==> src/rtl/ahb_pkg.sv <==
// Shared AHB definitions for the arbiter: htrans encodings and arbiter states.
package ahb_pkg;

  localparam logic [1:0] AHB_IDLE   = 2'd0;
  localparam logic [1:0] AHB_BUSY   = 2'd1;
  localparam logic [1:0] AHB_NONSEQ = 2'd2;
  localparam logic [1:0] AHB_SEQ    = 2'd3;

  typedef enum logic [1:0] {
    ARB_PARK = 2'd0,
    ARB_OWN  = 2'd1,
    ARB_LOCK = 2'd2
  } arb_state_e;

endpackage

==> src/rtl/ahb_arb_rr.sv <==
// Combinational winner picker for the AHB arbiter.
// Default build: masked round-robin starting one past ptr (ptr itself is
// searched last, so a lone requester that already owns the bus wins again).
// AHB_ARB_FIXED_PRIO_EN: lowest requesting index wins, no pointer port.
module ahb_arb_rr #(
  parameter  int unsigned mst_c = 2,
  localparam int unsigned IW    = $clog2(mst_c)
) (
  input  logic [mst_c-1:0] req,
`ifndef AHB_ARB_FIXED_PRIO_EN
  input  logic [IW-1:0]    ptr,
`endif
  output logic [mst_c-1:0] gnt_c,
  output logic [IW-1:0]    idx_c,
  output logic             any_c
);

`ifdef AHB_ARB_FIXED_PRIO_EN

  // Fixed priority: first set bit from index 0 upwards.
  always_comb begin
    gnt_c = '0;
    idx_c = '0;
    any_c = 1'b0;
    for (int unsigned i = 0; i < mst_c; i++) begin
      if (!any_c && req[IW'(i)]) begin
        any_c          = 1'b1;
        idx_c          = IW'(i);
        gnt_c[IW'(i)]  = 1'b1;
      end
    end
  end

`else

  logic [IW:0]   sum;
  logic [IW-1:0] cand;

  // Round-robin: visit ptr+1, ptr+2, ... wrapping, ending on ptr.
  always_comb begin
    gnt_c = '0;
    idx_c = '0;
    any_c = 1'b0;
    sum   = '0;
    cand  = '0;
    for (int unsigned k = 1; k <= mst_c; k++) begin
      sum = {1'b0, ptr} + (IW+1)'(k);
      if (sum >= (IW+1)'(mst_c)) sum = sum - (IW+1)'(mst_c);
      cand = sum[IW-1:0];
      if (!any_c && req[cand]) begin
        any_c       = 1'b1;
        idx_c       = cand;
        gnt_c[cand] = 1'b1;
      end
    end
  end

`endif

endmodule

==> src/rtl/ahb_arb.sv <==
// AHB bus arbiter: grants one master at a time, holds through bursts and
// locked sequences, parks on def_m, and tracks address/data phase owners.
// Optional build macro AHB_ARB_FIXED_PRIO_EN replaces round-robin with
// fixed lowest-index priority and drops the pointer register.
module ahb_arb
  import ahb_pkg::*;
#(
  parameter  int unsigned mst_c = 2,
  parameter  int unsigned def_m = 0,
  localparam int unsigned IW    = $clog2(mst_c)
) (
  input  logic                  hclk,
  input  logic                  hresetn,
  input  logic [mst_c-1:0]      hbusreq,
  input  logic [mst_c-1:0]      hlock,
  input  logic [mst_c-1:0][1:0] htrans_m,
  input  logic                  hready,
  output logic [mst_c-1:0]      hgrant,
  output logic [IW-1:0]         hmaster,
  output logic [IW-1:0]         hmaster_d,
  output logic                  hmastlock
);

  localparam logic [mst_c-1:0] DEF_GNT = mst_c'(1) << def_m;
  localparam logic [IW-1:0]    DEF_IDX = IW'(def_m);

  arb_state_e       state, state_n;
  logic [mst_c-1:0] gnt_n;
  logic [IW-1:0]    mst_n, mstd_n;
  logic             ml_n;
  logic             rearb;

`ifndef AHB_ARB_FIXED_PRIO_EN
  logic [IW-1:0]    ptr, ptr_n;
`endif

  logic [mst_c-1:0] win_gnt_c;
  logic [IW-1:0]    win_idx_c;
  logic             win_any_c;

  logic [1:0]       own_trans_c;
  logic             own_req_c, own_lock_c, own_burst_c, own_done_c;

  // Current address-phase owner's view of the bus.
  assign own_trans_c = htrans_m[hmaster];
  assign own_req_c   = hbusreq[hmaster];
  assign own_lock_c  = hlock[hmaster];
  assign own_burst_c = (own_trans_c == AHB_SEQ) || (own_trans_c == AHB_BUSY);
  assign own_done_c  = (own_trans_c == AHB_IDLE) || (!own_req_c && !own_burst_c);

  ahb_arb_rr #(.mst_c(mst_c)) u_rr (
    .req   (hbusreq),
`ifndef AHB_ARB_FIXED_PRIO_EN
    .ptr   (ptr),
`endif
    .gnt_c (win_gnt_c),
    .idx_c (win_idx_c),
    .any_c (win_any_c)
  );

  // Next-state, grant and phase-owner logic; hready=0 holds everything.
  always_comb begin
    state_n = state;
    gnt_n   = hgrant;
    mst_n   = hmaster;
    mstd_n  = hmaster_d;
    ml_n    = hmastlock;
    rearb   = 1'b0;
`ifndef AHB_ARB_FIXED_PRIO_EN
    ptr_n   = ptr;
`endif
    if (hready) begin
      mstd_n = hmaster;
      ml_n   = own_lock_c && ((own_trans_c == AHB_NONSEQ) || (own_trans_c == AHB_SEQ));
      case (state)
        ARB_PARK: rearb = 1'b1;
        ARB_OWN:  rearb = own_done_c;
        ARB_LOCK: begin
          // Lock release rearbitrates at once, but never splits a burst.
          if (!own_lock_c) begin
            state_n = ARB_OWN;
            rearb   = !own_burst_c;
          end
        end
        default:  rearb = 1'b1;
      endcase
      if (rearb) begin
        if (win_any_c) begin
          gnt_n   = win_gnt_c;
          mst_n   = win_idx_c;
          state_n = hlock[win_idx_c] ? ARB_LOCK : ARB_OWN;
`ifndef AHB_ARB_FIXED_PRIO_EN
          ptr_n   = win_idx_c;
`endif
        end else begin
          gnt_n   = DEF_GNT;
          mst_n   = DEF_IDX;
          state_n = ARB_PARK;
        end
      end
    end
  end

  // State and output registers with synchronous reset.
  always_ff @(posedge hclk) begin
    if (!hresetn) begin
      state     <= ARB_PARK;
      hgrant    <= DEF_GNT;
      hmaster   <= DEF_IDX;
      hmaster_d <= DEF_IDX;
      hmastlock <= 1'b0;
`ifndef AHB_ARB_FIXED_PRIO_EN
      ptr       <= DEF_IDX;
`endif
    end else begin
      state     <= state_n;
      hgrant    <= gnt_n;
      hmaster   <= mst_n;
      hmaster_d <= mstd_n;
      hmastlock <= ml_n;
`ifndef AHB_ARB_FIXED_PRIO_EN
      ptr       <= ptr_n;
`endif
    end
  end

endmodule

==> config.mk <==
export PLATFORM = sky130hd
export DESIGN_NAME = ahb_arb
export DESIGN_NICKNAME = d
export VERILOG_FILES = /design/src/rtl/ahb_pkg.sv /design/src/rtl/ahb_arb_rr.sv /design/src/rtl/ahb_arb.sv
export SDC_FILE = /design/constraint.sdc
export NUM_CORES = 1
export LEC_CHECK = 0
export ABC_AREA = 1
export CAP_MARGIN = 5
export CORE_AREA = 5 5 42 44
export CTS_CLUSTER_SIZE = 16
export DETAILED_ROUTE_END_ITERATION = 8
export DIE_AREA = 0 0 47 49
export GPL_TIMING_DRIVEN = 0
export MAX_ROUTING_LAYER = met4
export PLACE_DENSITY = 0.73
export SETUP_SLACK_MARGIN = 0.4
export SLEW_MARGIN = 25
export SYNTH_ARGS = -nofsm -noshare
export SYNTH_HDL_FRONTEND = slang
export SYNTH_SLANG_ARGS = --single-unit
==> constraint.sdc <==
create_clock -name hclk -period 1.5 [get_ports hclk]
set_input_delay 0.375 -clock hclk [delete_from_list [all_inputs] [get_ports hclk]]
set_output_delay 0.375 -clock hclk [all_outputs]
set_load 0.005 [all_outputs]
==> flow_summary.ini, run 1 <==
[outcome]
status = completed

[global_routing]
grt_usage = 0.1208
grt_overflow_total = 0
grt_pass1_vias = 475
grt.busiest_layer = met2
grtUsageMet1 = 0.1457
grt_max_degree = 10
grt_pass1_wl_um = 1966
use_met2 = 0.1742
use_met3 = 0.02214
antenna_found_initial = 0

[hold_path]
whs_path_depth = 2
hp-class = in2reg
hp-start = hready
min_to = hmaster_d

[critical_path]
endpoint_kind = register
crit_chain = buf_6, inv_6, nand2_2, nand2_2, nand2_1, nand2_1, nand2_1, nand2_1, nand2_2, nand2_4, inv_4, nor2_1, nor2_2
ff2ff_path_depth = 13
slowest_delay_ns = 0.34
cpMostUsedCell = nand2_1
crit_slowest_cell = dfxtp_4
r2r-end = hmaster
critPathMaxFanout = 6
critPathLaunchType = register
cp.arrival_ns = 1.52
r2r_slack_ns = 0.13
r2r_start = hmaster
cp.required_ns = 1.65
worstSetupPathType = reg2reg

[detailed_routing]
dr.first_iter.drc_count = 1
ant_nets = 0
first_pass_iters = 2
wire_per_inst_um = 10.85
dr_total_vias = 501
drc = 0
routed_via_density = 4.596
drt_wl_total_um = 1183

[clocking]
clk_path_buf_depth = 2
holdBufCountCts = 0
cts_num_sinks = 8
cts_htree_levels = 1
cts_made_buffers = 3
worstSkewPairLatency_ns = 0.25
path_clk_slew_ns = 0.06
clockRootBuffer = clkbuf_4
cts_tree = built

[run]
maxCapViolations = 0

[power_and_ir_drop]
clkPwrFrac = 0.262
powerDensity_mw_per_mm2 = 920.1
combPwrFrac = 0.359
pwr-share-seq = 0.379
leakagePower_nw = 0.3655
ir_worst_vdd_v = 0.0005514
swShare = 0.3152
power.switching_mw = 0.2090
internal-power_mw = 0.4541

[cells_and_area]
layout.cells.non_filler = 109
drive_gt1_frac = 0.4301
num-fill-cells = 153
diodes = 0
syn2layout_area_growth_pct = 57.38
postLayoutCoreUtil = 0.5143
nets = 107

[sta]
finalClockSkew_ns = 0.007078
relSlewSlack = 0.8010
tightest_slew_ns = 0.2980
fin_crit_ns = 1.367
setup_viol = 0
drv_slew = 0
rsz0062_at_grt = true
hold_viol_final = 0
finalCritPeriodShare = 0.9113
worst_hold_slack_ns = 0.3742
max_freq_ghz = 0.7315

[place]
place_inst = 98
io_buffers = 14
place_congestion = 0.8644
dpl.hpwl_um = 846.8

[yosys]
syn-num-nets = 81
syn_area_sq_um = 457.9
yosys.cell_types.count = 16
synth.largest_area_cell = dfxtp_1
synth_common_cells = 21 x nand2_1, 8 x dfxtp_1, 6 x nor2_1, 5 x inv_1, 5 x nand3_1
yosys_warnings = 0
synthCells = 68
synth_edf_count = 0
synth_area_leaders = dfxtp_1 35%, nand2_1 17%, ha_1 5.5%
synth.most_common_cell = nand2_1
avgSynthCellArea_sq_um = 6.734
synthFlopType = dfxtp_1
synth-seq-cells = 8
synthArstFlopShare = 0
synth_top_area_share = 0.3497
seq_area_frac_synth = 0.3497

[die]
die_area_sq_mm = 0.002303
rows = 14
die_height_um = 49
die_x_um = 47
core_area_sq_mm = 0.001401
io_pins = 16
initial_core_util = 0.3268
registers in the layout, summed over array words and instances, names as in the netlist:
register	flops
hgrant	2
state	2
hmaster	1
hmaster_d	1
hmastlock	1
ptr	1
critical path, delay by kind of cell, from the launching register on:
family | cells | cell delay (ns)
DFF | 1 | 0.34
and+or+nand+nor | 10 | 0.66
buffers and inverters | 3 | 0.25
how the worst max path moves through the flow:
stage                 to        from
2_1_floorplan    hmaster     hmaster
3_3_place_gp     hmaster  hbusreq[1]
6_report         hmaster     hmaster
3_5_place_dp   hgrant[1]  hbusreq[1]
4_1_cts        hgrant[1]     hmaster
5_1_grt          hmaster     hmaster
per-stage QoR:
stage	setup TNS [ns]	cell area (sq um)	setup WS (ns)	power, mW
2_1_floorplan	0	462.9	0.3165	0.3673
3_3_place_gp	-1.349	623.1	-0.2508	0.4417
3_5_place_dp	-1.415	623.1	-0.2837	0.4462
4_1_cts	0	679.4	0.1093	0.6456
5_1_grt	0	720.7	0.008080	0.7154
6_report	0	720.7	0.1330	0.6631
placed cells by master, fill, tap and decap left out, types with 5 or more instances in the layout:
| master | count |
|---|---|
| nand2_1 | 15 |
| nand2_2 | 7 |
| buf_4 | 7 |
| dlygate4sd2_1 | 6 |
| inv_1 | 5 |
| nand3_1 | 5 |
| dfxtp_2 | 5 |
kinds of logic after synthesis:
family,after synthesis,share of synthesized area
AND/OR/NAND/NOR,41,0.4098
buffers and inverters,9,0.08746
flip-flops,8,0.3497
AO/OA/AOI/OAI,7,0.07649
adder cells (fa/ha/maj),2,0.05464
multiplexers,1,0.02186
per-layer routing:
layer	routed length [um]	vias to the layer above
li1	-	267
met1	523	219
met2	579	13
met3	67	2
met4	13	0
met5	0	-
what timing repair did:
action,in CTS,in global routing
pin swaps,7,10
buffers inserted,4,3
resized for setup,30,15
endpoints found under the setup margin,11,9
power by group through the flow:
stage / sequential [mW] / clock [mW] / combinational [mW]
after floorplan: 0.258 / 0 / 0.110
after global placement: 0.260 / 0 / 0.182
after detailed placement: 0.261 / 0 / 0.186
after CTS: 0.251 / 0.183 / 0.211
after global routing: 0.254 / 0.196 / 0.266
final: 0.251 / 0.174 / 0.238
layout make-up:
| type | instances | area (sq um) | area share |
|---|---|---|---|
| buffer | 1 | 7.507 | 0.01042 |
| clock buffer | 4 | 26.28 | 0.03646 |
| inverter | 8 | 37.54 | 0.05208 |
| multi-input combinational | 51 | 292.8 | 0.4063 |
| sequential | 8 | 170.2 | 0.2361 |
| tap | 16 | 20.02 | 0.02778 |
| timing repair buffer | 21 | 166.4 | 0.2309 |
No activity file was read; power rests on OpenSTA's default activity.
==> run 2, diff against run 1 <==
--- a/config.mk
+++ b/config.mk
@@ -7,15 +7,16 @@
 export LEC_CHECK = 0
 export ABC_AREA = 1
 export CAP_MARGIN = 5
-export CORE_AREA = 5 5 42 44
+export CORE_AREA = 2 2 39 41
 export CTS_CLUSTER_SIZE = 16
 export DETAILED_ROUTE_END_ITERATION = 8
-export DIE_AREA = 0 0 47 49
+export DIE_AREA = 0 0 41 43
 export GPL_TIMING_DRIVEN = 0
 export MAX_ROUTING_LAYER = met4
-export PLACE_DENSITY = 0.73
+export PLACE_DENSITY = 0.66
 export SETUP_SLACK_MARGIN = 0.4
 export SLEW_MARGIN = 25
 export SYNTH_ARGS = -nofsm -noshare
 export SYNTH_HDL_FRONTEND = slang
+export SYNTH_HIERARCHICAL = 1
 export SYNTH_SLANG_ARGS = --single-unit
==> run 2 against run 1 <==
Sequential cell count unchanged. Routed wire length up 4.1%. Critical path depth down 3. Power down 1.2%. Clock skew down 0.0041 ns. Utilization up 5.4 points. Clock power up 3%. Setup slack better by 0.031 ns. Critical path type unchanged. Highest routed layer unchanged.
==> flow_summary.ini, run 2 <==
[hold_path]
min_to = hgrant[1]
whs_path_depth = 2
hp-class = reg2reg
hp-start = hgrant[1]

[yosys]
synth-seq-cells = 8
synth_area_leaders = dfxtp_1 33%, nand2_1 13%, a21oi_1 10%
synthCells = 70
syn-num-nets = 83
synthArstFlopShare = 0
seq_area_frac_synth = 0.3333
syn_area_sq_um = 480.5
avgSynthCellArea_sq_um = 6.864
synth_common_cells = 17 x nand2_1, 10 x a21oi_1, 9 x inv_1, 8 x dfxtp_1, 5 x nand2_2
synth_top_area_share = 0.3333
yosys_warnings = 6
synth_edf_count = 0
synthFlopType = dfxtp_1
synth.most_common_cell = nand2_1
synth.largest_area_cell = dfxtp_1
yosys.cell_types.count = 15

[critical_path]
cpMostUsedCell = buf_4
crit_chain = buf_6, inv_4, nand2_2, nand2_2, buf_4, buf_4, buf_4, buf_4, nand2_1, a21oi_1
worstSetupPathType = reg2reg
critPathTopFamily = buffers and inverters
cp.arrival_ns = 1.47
r2r-end = hmastlock
slowest_delay_ns = 0.34
ff2ff_path_depth = 10
crit_slowest_cell = dfxtp_4
endpoint_kind = register
cp.required_ns = 1.64
critical_path_buf_inv_count = 6
r2r_slack_ns = 0.16
critPathLaunchType = register
critPathMaxFanout = 6
r2r_start = hmaster

[global_routing]
grt_pass1_vias = 490
grt_overflow_total = 0
antenna_found_initial = 0
grt_pass1_wl_um = 1904
grt_usage = 0.1710
grt_max_degree = 9

[cells_and_area]
postLayoutCoreUtil = 0.5687
final_common_cell = nand2_1
diodes = 0
nets = 114
final_cell_mix = 14 x nand2_1, 10 x buf_4, 8 x inv_1, 8 x nand2_2
drive_gt1_frac = 0.4500
largest_registers = hgrant x2, state x2
syn2layout_area_growth_pct = 63.80

[detailed_routing]
first_pass_iters = 3
ant_nets = 0
routed_via_density = 4.698
dr.first_iter.drc_count = 3
drt_wl_total_um = 1231
drc = 0
dr_total_vias = 545
wire_per_inst_um = 10.61

[die]
core_area_sq_mm = 0.001384
die_area_sq_mm = 0.001763
die_x_um = 41
rows = 14
initial_core_util = 0.3472
io_pins = 16
die_height_um = 43

[clocking]
holdBufCountCts = 0
worstSkewPairLatency_ns = 0.26
cts_tree = built
cts_htree_levels = 1
cts_made_buffers = 3
cts_num_sinks = 8
clockRootBuffer = clkbuf_4
path_clk_slew_ns = 0.05
clk_path_buf_depth = 2

[sta]
max_freq_ghz = 0.7484
finalClockSkew_ns = 0.003028
tightest_slew_ns = 0.3285
layout_setup_ws_ns = 0.1638
setup_viol = 0
rsz0062_at_grt = true
finalCritPeriodShare = 0.8908
fin_crit_ns = 1.336
hold_viol_final = 0
relSlewSlack = 0.7810
drv_slew = 0

[power_and_ir_drop]
p_total_mw = 0.6554
powerDensity_mw_per_mm2 = 832.8
leakagePower_nw = 0.3820
ir_worst_vdd_v = 0.0004005

[place]
dpl.hpwl_um = 823.8
place_congestion = 0.7652
dpl_worst_slack_ns = -0.2880
io_buffers = 15

[run]
maxCapViolations = 0

[outcome]
status = completed
-- run 2: changes by cell type after synthesis, moves of 2 or more --
cell,before,now
nor2_1,6,4
nand2_1,21,17
nor2_2,2,0
nand4_1,2,0
inv_1,5,9
a21oi_1,4,10
-- run 2: cell families after synthesis --
logic type	Yosys count	synth area share
mux	2	0.04427
fa+ha+maj	2	0.05208
flops	8	0.3333
buf+inv	11	0.08594
simple gates	33	0.3385
compound gates	14	0.1458
-- run 2: stage by stage --
| step | cell area (sq um) | cells | hold slack, ns | TNS, ns |
|---|---|---|---|---|
| floorplan | 505.5 | 70 | 0.4475 | 0 |
| global placement | 675.6 | 101 | 0.4528 | -1.446 |
| detailed placement | 675.6 | 101 | 0.4613 | -1.472 |
| CTS | 752.0 | 114 | 0.4689 | 0 |
| global route | 787.0 | 116 | 0.4797 | 0 |
| finish | 787.0 | 116 | 0.4620 | 0 |
-- run 2: routing by layer --
layer / track usage / vias up / part of all wire
li1: - / 285 / -
met1: 0.1806 / 238 / 0.43
met2: 0.2500 / 17 / 0.47
met3: 0.03141 / 5 / 0.059
met4: 0.1600 / 0 / 0.037
met5: - / - / 0
-- run 2: report_power, final --
group	leakage, nW	total (mW)	switching, mW	internal, mW
Combinational	0.299	0.230	0.113	0.117
Clock	0.0150	0.180	0.0784	0.102
Sequential	0.0676	0.245	0.0123	0.233
Total	0.382	0.655	0.204	0.452
-- run 2: worst min-delay path: stages (launching register included) --
cell	delay (ns)
dfxtp_2	0.31
nand2_1	0.05
a21oi_1	0.06
-- run 2: layout make-up --
| cell class | count | area, sq um |
|---|---|---|
| multi-input cells | 51 | 315.3 |
| inverters | 11 | 46.29 |
| well taps | 16 | 20.02 |
| fillers | 144 | 596.8 |
| clock buffers | 4 | 26.28 |
| flip-flops and latches | 8 | 170.2 |
| repair buffers | 26 | 209.0 |
-- run 2: worst max path at each step --
stage                     cells past startpoint       start  slack [ns]         to
after floorplan                              11     hmaster        0.35   state[0]
after global placement                        7  hbusreq[1]       -0.29   state[0]
after detailed placement                      7  hbusreq[1]       -0.29   state[0]
after CTS                                    13     hmaster        0.13   state[0]
after global routing                         12     hmaster        0.05    hmaster
final                                        10     hmaster        0.16  hmastlock
-- run 2: timing repair --
item,4_1_cts,5_1_grt
gates resized for setup,30,10
pin swaps,11,9
setup endpoints to repair,12,9
setup buffers,9,2
